### src/rtl/alu_muldiv_if.sv
// alu_muldiv_if: operand/result bundle between the ALU issue logic and the iterative mul/div unit
// Ports: start/op/a/b flow master->slave; busy/done/result/div_by_zero flow slave->master.
interface alu_muldiv_if #(parameter int WIDTH = 32);
    logic             start;
    logic [1:0]       op;
    logic [WIDTH-1:0] a;
    logic [WIDTH-1:0] b;
    logic             busy;
    logic             done;
    logic [WIDTH-1:0] result;
    logic             div_by_zero;
    modport master (output start, op, a, b, input busy, done, result, div_by_zero);
    modport slave (input start, op, a, b, output busy, done, result, div_by_zero);
endinterface

### src/rtl/alu_muldiv.sv
// alu_muldiv: iterative unsigned radix-2 multiply/divide feeding the ALU result mux MUL/DIV slots
// Ports: clk, rst (async active-high); bus.start/op/a/b request an operation,
// bus.busy/done/result/div_by_zero report it. op: 00 MULLO, 01 MULHI, 10 DIV, 11 REM.
module alu_muldiv #(parameter int WIDTH = 32) (
    input logic         clk,
    input logic         rst,
    alu_muldiv_if.slave bus
);
    localparam int CW = $clog2(WIDTH);
    typedef enum logic [1:0] {IDLE, RUN, FIN} state_t;
    state_t             state;
    logic [1:0]         op_r;
    logic [WIDTH-1:0]   a_r;
    logic [WIDTH-1:0]   b_r;
    logic [2*WIDTH-1:0] acc;
    logic [CW-1:0]      cnt;
    logic               dz;
    logic [WIDTH:0]     sum;
    logic [WIDTH:0]     rem_sh;
    logic [WIDTH:0]     diff;
    // Multiply consumes b_r LSB-first; divide feeds dividend bits MSB-first from a_r
    // into the remainder, so the accumulator can start cleared for both.
    always_comb begin
        sum    = {1'b0, acc[2*WIDTH-1:WIDTH]} + {1'b0, b_r[0] ? a_r : '0};
        rem_sh = {acc[2*WIDTH-1:WIDTH], a_r[WIDTH-1]};
        diff   = rem_sh - {1'b0, b_r};
    end
    always_ff @(posedge clk or posedge rst) begin
        if (rst) begin
            state           <= IDLE;
            op_r            <= '0;
            a_r             <= '0;
            b_r             <= '0;
            acc             <= '0;
            cnt             <= '0;
            dz              <= 1'b0;
            bus.busy        <= 1'b0;
            bus.done        <= 1'b0;
            bus.result      <= '0;
            bus.div_by_zero <= 1'b0;
        end else begin
            case (state)
                IDLE: begin
                    bus.done <= 1'b0;
                    if (bus.start) begin
                        a_r             <= bus.a;
                        b_r             <= bus.b;
                        op_r            <= bus.op;
                        acc             <= '0;
                        cnt             <= '0;
                        dz              <= bus.op[1] && bus.b == '0;
                        bus.div_by_zero <= 1'b0;
                        bus.busy        <= 1'b1;
                        state           <= RUN;
                    end
                end
                RUN: begin
                    cnt <= cnt + CW'(1);
                    if (op_r[1]) begin
                        // diff[WIDTH] set means the trial subtract went negative: restore
                        acc <= {diff[WIDTH] ? rem_sh[WIDTH-1:0] : diff[WIDTH-1:0], acc[WIDTH-2:0], ~diff[WIDTH]};
                        a_r <= {a_r[WIDTH-2:0], 1'b0};
                    end else begin
                        acc <= {sum, acc[WIDTH-1:1]};
                        b_r <= b_r >> 1;
                    end
                    if (cnt == CW'(WIDTH - 1))
                        state <= FIN;
                end
                FIN: begin
                    // High half holds MULHI/remainder, low half MULLO/quotient
                    bus.result      <= op_r[0] ? acc[2*WIDTH-1:WIDTH] : acc[WIDTH-1:0];
                    bus.div_by_zero <= dz;
                    bus.done        <= 1'b1;
                    bus.busy        <= 1'b0;
                    state           <= IDLE;
                end
                default: state <= IDLE;
            endcase
        end
    end
endmodule
### src/flat_wrapper.sv
// flat-port wrapper written by rule: the top's interface ports become plain ports
module alu_muldiv_flat 
#(parameter int WIDTH = 32)
  (clk, rst, bus_start, bus_op, bus_a, bus_b, bus_busy, bus_done, bus_result, bus_div_by_zero);
  alu_muldiv_if #(.WIDTH(WIDTH)) bus_i ();
  input logic clk;
  input logic rst;
  input wire logic [$bits(bus_i.start)-1:0] bus_start;
  input wire logic [$bits(bus_i.op)-1:0] bus_op;
  input wire logic [$bits(bus_i.a)-1:0] bus_a;
  input wire logic [$bits(bus_i.b)-1:0] bus_b;
  output wire logic [$bits(bus_i.busy)-1:0] bus_busy;
  output wire logic [$bits(bus_i.done)-1:0] bus_done;
  output wire logic [$bits(bus_i.result)-1:0] bus_result;
  output wire logic [$bits(bus_i.div_by_zero)-1:0] bus_div_by_zero;
  assign bus_i.start = bus_start;
  assign bus_i.op = bus_op;
  assign bus_i.a = bus_a;
  assign bus_i.b = bus_b;
  assign bus_busy = bus_i.busy;
  assign bus_done = bus_i.done;
  assign bus_result = bus_i.result;
  assign bus_div_by_zero = bus_i.div_by_zero;
  alu_muldiv #(.WIDTH(WIDTH)) u_core (.clk(clk), .rst(rst), .bus(bus_i));
endmodule
### config.mk
export PLATFORM = sky130hd
export DESIGN_NAME = alu_muldiv_flat
export DESIGN_NICKNAME = d
export VERILOG_FILES = /design/src/rtl/alu_muldiv_if.sv /design/src/rtl/alu_muldiv.sv /design/src/flat_wrapper.sv
export SDC_FILE = /design/constraint.sdc
export NUM_CORES = 1
export LEC_CHECK = 0
export CAP_MARGIN = 5
export CORE_MARGIN = 1
export CORE_UTILIZATION = 54
export CTS_CLUSTER_DIAMETER = 60
export DETAILED_ROUTE_END_ITERATION = 8
export GPL_TIMING_DRIVEN = 0
export PLACE_DENSITY = 0.75
export REMOVE_ABC_BUFFERS = 1
export SLEW_MARGIN = 10
export SYNTH_ARGS = -nofsm -noshare
export SYNTH_HDL_FRONTEND = slang
export SYNTH_SLANG_ARGS = --single-unit
### constraint.sdc
create_clock -name clk -period 7.8 [get_ports clk]
set_input_delay 1.56 -clock clk [delete_from_list [all_inputs] [get_ports clk]]
set_output_delay 1.56 -clock clk [all_outputs]
set_load 0.03 [all_outputs]
# Word-level counts from Yosys, hierarchy flattened
# Index checks and enable logic that the tools add are counted.
# W data, S select, Z words.
[totals]
register_bits = 173
latch_bits = 0
ramBits = 0
rom_bits = 0
input_bits = 69
n_memories = 0
[classes]
n_addsub = 3
multipliers = 0
div = 0
order_cmp = 0
eq_ne = 7
shift = 0
n_mux = 22
n_bitwise = 1
reduce_logical = 11
[ops]
columns = ["cell", "count"]
rows = [
  ["$mux W32", 7],
  ["$mux W64", 2],
  ["$pmux W32 S2", 2],
  ["$pmux W64 S2", 1],
  ["$add A32 B32 Y33", 1],
  ["$sub A33 B32 Y33", 1],
  ["$logic_not A32 Y1", 1],
  ["$pmux W5 S2", 1],
  ["$reduce_and A2 Y1", 4],
  ["$pmux W1 S2", 3],
  ["$reduce_and A3 Y1", 2],
  ["$add A5 B1 Y5 const B", 1],
  ["$eq A5 B5 Y1 const B", 1],
  ["$mux W5", 1],
  ["$mux W2", 2],
  ["$ne A2 B1 Y1 const B", 2],
  ["$ne A2 B2 Y1 const B", 2],
  ["$pmux W2 S2", 1],
  ["$reduce_bool A2 Y1", 2],
  ["$eq A2 B1 Y1 const B", 1],
  ["$eq A2 B2 Y1 const B", 1],
  ["$logic_not A2 Y1", 1],
  ["$mux W1", 2],
  ["$logic_and A1 B1 Y1", 1],
  ["$not A1 Y1", 1],
]

# Logic depth before layout (Yosys ltp)
[depth]
depth_word = 4
mapped_depth = 14
depth_no_buf = 13

# Worst setup path before layout
# OpenSTA, ideal clock, no wires.
[synth_path]
kind = "flip-flop to flip-flop"
from = "reg u_core.b_r[0]"
to = "reg u_core.acc[32]"
t_arrival_ns = 3.208
t_required_ns = 7.714
setup_slack_ns = 4.506
path_stages_with_launch = 13
n_path_buf = 1
period_less_slack_ns = 3.294
cell_sequence = "dfrtp_1 > ha_1 > fa_1 > and2b_1 > o2111ai_1 > a41oi_2 > o21ai_2 > a2111o_1 > a2111oi_4 > or3_1 > buf_4 > mux2_4 > o221ai_2"
[synth_between]
elab_chain_cells = 4
elab_cells_between_ends = 6
cone_classes = "2 x add/sub; 4 x mux"
[synth_lines]
columns = ["item", "line_no", "source"]
rows = [
  ["from (decl)", "alu_muldiv.sv:14", "logic [WIDTH-1:0] b_r;"],
  ["from (signal assigned)", "alu_muldiv.sv:47", "b_r <= bus.b;"],
  ["from (signal assigned)", "alu_muldiv.sv:65", "b_r <= b_r >> 1;"],
  ["$sub A33 B32 Y33 / $mux W32 (equally long branches)", "alu_muldiv.sv:26, alu_muldiv.sv:24", ""],
  ["$mux W32 / $add A32 B32 Y33 (equally long branches)", "alu_muldiv.sv:61, alu_muldiv.sv:24", ""],
  ["$mux W64 (*)", "alu_muldiv.sv:59", "if (op_r[1]) begin"],
  ["$pmux W64 S2 (*)", "alu_muldiv.sv:42", "case (state)"],
  ["to (signal assigned)", "alu_muldiv.sv:61", "acc <= {diff[WIDTH] ? rem_sh[WIDTH-1:0] : diff[WIDTH-1:0], acc[WIDTH-2:0], ~diff[WIDTH]};"],
  ["to (signal assigned)", "alu_muldiv.sv:64", "acc <= {sum, acc[WIDTH-1:1]};"],
  ["to (decl)", "alu_muldiv.sv:15", "logic [2*WIDTH-1:0] acc;"],
]
# Every way passes the cells marked *; elsewhere a longest branch is shown, timed or not.
# A chain may end at the register's enable or synchronous reset.

# Worst setup path in the final report
[layout_path]
from = "reg u_core.b_r[0]"
to = "reg u_core.acc[63]"
# The elaborated chain is that of the path after synthesis.

==> out/qor.csv <==
metric,value,unit
status,finished clean,
fin_ws,3090,ps
power,7.13,mW
start_util,0.554,
drc,0,
worstSetupPathType,register to register,
grt_max_degree,89,
rsz0062_at_grt,no,
clock-sinks,173,
fin_util,0.648,
p_leak,6.30,nW
clock_skew,10.2,ps
diodes,0,
power_density,520,mW/mm^2
hold_violations,0,
viasPerCell,5.96,
crit_path_top_delay_cell,dfrtp_1,
antenna_found_initial,0,
path_cells,and2_1 > ha_1 > inv_1 > fa_1 > nand2b_1 > a21oi_1 > o21ai_0 > a21oi_1 > a21oi_1 > o21ai_0 > a21oi_1 > o31a_1 > o211ai_1,
core,0.0212,mm^2
critPathCaptureType,register,
vias,10339,
synth-main-ff-cell,dfrtp_1,
synth_seq_cells,173,
dr.pass1.iters,5,
critPathRequiredTime,8150,ps
port-buffer-count,103,
chipWidth,149,um
crit_top_cell,a21oi_1,
syn_inst,1390,
area_growth,17.0,%
cts_buffers,17,
hpwl,22200,um
track_usage,0.286,
ant_nets,0,
fin_cells,1736,
synth-seq-area-share,0.369,
yosysWarnings,0,
drive_above_1_share,0.0472,
totalWireLength,30700,um
drv_slew,0,
wl_per_cell,17.7,um
hold_path.class,register to register,
hold_buffers,0,
critPathLaunchType,register,
drtIter0Drc,749,
synth_edf_count,0,
clock_path_buffers,2,
grt_pass1_vias,9977,
finalCriticalPeriod,4710,ps
cts_resized,0,
relSlewSlack,0.175,
path_buf_inv,1,
crit_fanout,34,
dpl_cell_area,0.0131,mm^2
path_delay_family,compound AO/OA/AOI/OAI gates,
root_buffer,clkbuf_16,
cp_data_arrival_time,5060,ps
stdcell_area,0.0137,mm^2
insertion_delay,440,ps
hold_ws,477,ps
die_h,149,um
htree_levels,4,
period_share,0.604,
grt_pass1_wl,51200,um
drv_cap,0,
synth-async-reset-ratio,1.00,
grt_overflow,0,
synth_cell_types,65,
routabilityCongestion,0.861,
max-vdd-ir-drop,0.349,mV
path_clk_slew,70,ps
die_area,0.0223,mm^2
fp-row-count,53,
ios,104,
cp_slowest_stage_delay,1170,ps
dp_cells,1704,
pre_cts_ws,3220,ps
fmax,0.212,GHz
netlist_area,0.0117,mm^2
tns,0,ps
cts_setup_buffers,0,
finalSetupViolCount,0,
syn_avg_cell_area,8.44,um^2
tightest_slew,1240,ps
cts_tree,done,
nets,1586,
[worst min-delay path, stage by stage (launching register included)]
cell and delay (ps):
dfrtp_1 340, nand2_1 40, o21ai_0 60
[Yosys cell counts (all sizes together) (8+ instances only)]
master | n | share of area
nand2 | 254 | 0.081
dfrtp | 173 | 0.37
o21ai | 131 | 0.057
nor2 | 103 | 0.033
mux2i | 93 | 0.079
ha | 67 | 0.071
a31oi | 64 | 0.034
clkbuf | 63 | 0.020
a21oi | 54 | 0.023
inv | 46 | 0.015
a21o | 43 | 0.028
and2 | 35 | 0.019
xnor2 | 28 | 0.021
a22oi | 20 | 0.013
nand3 | 19 | 0.0081
xor2 | 19 | 0.014
buf | 15 | 0.0070
nor3 | 13 | 0.0055
o211ai | 12 | 0.0077
nand4 | 11 | 0.0059
and3 | 9 | 0.0048
nand2b | 9 | 0.0048
a211oi | 8 | 0.0051
nor4 | 8 | 0.0043
o21a | 8 | 0.0051
or3 | 8 | 0.0043
[flip-flops by register name, summed over array words and instances, names as in the netlist]
name and cells:
u_core.acc 64, u_core.cnt 5, u_core.state 2, u_core.bus.done 1
u_core.b_r 32, u_core.bus.busy 1, u_core.op_r 2, u_core.bus.div_by_zero 1
u_core.bus.result 32, u_core.dz 1, u_core.a_r 32
[cells by family after synthesis]
logic type / Yosys count / synth area share
mux: 96 / 0.0829
buf+inv: 124 / 0.0419
xor+xnor: 47 / 0.0351
flops: 173 / 0.369
fa+ha+maj: 69 / 0.0749
compound gates: 391 / 0.213
simple gates: 490 / 0.183
[final timing paths]
kind | startpoint | to | slack, ps | cells past startpoint
setup / recovery | u_core.b_r[0] | u_core.acc[63] | 3090 | 13
hold / removal | u_core.bus.result[16] | u_core.bus.result[16] | 480 | 2
min in group asynchronous | rst | u_core.bus.result[3] | 1600 | 2
hold reg to reg | u_core.bus.result[16] | u_core.bus.result[16] | 480 | 2
setup reg to reg | u_core.b_r[0] | u_core.acc[63] | 3090 | 13
max in group asynchronous | rst | u_core.acc[58] | 5340 | 3
[final cells by class]
cell class	instances	area, um^2
Clock inverter	13	161
Sequential cell	173	4330
Clock buffer	19	443
Inverter	46	180
Fill cell	1785	7440
Multi-Input combinational cell	1093	6950
Tap cell	275	344
Timing Repair Buffer	117	1300
[power breakdown]
group | internal [mW] | total (mW) | switching (mW)
Clock | 0.514 | 0.901 | 0.387
Combinational | 2.01 | 4.53 | 2.51
Sequential | 1.24 | 1.70 | 0.460
[layout by cell type (no fill, tap or decap), types with 7 or more instances in the layout]
master,instances
nand2_1,251
dfrtp_1,171
o21ai_0,119
clkdlybuf4s50_1,103
nor2_1,102
mux2i_1,93
ha_1,67
a31oi_1,64
a21oi_1,54
inv_1,45
a21o_1,43
and2_1,35
xnor2_1,28
a22oi_1,20
nand3_1,19
xor2_1,19
clkbuf_16,17
nor3_1,12
o211ai_1,12
nand4_1,11
o21ai_1,10
and3_1,9
a211oi_1,8
or3_1,8
o21a_1,8
nor4_1,8
nand2b_1,7
[routing by layer]
metal	track usage	wire, um
met5	0	0
met2	0.447	13900
met3	0.0391	1460
met4	0.0709	400
met1	0.416	14900
Power figures use the tool's default switching activity.
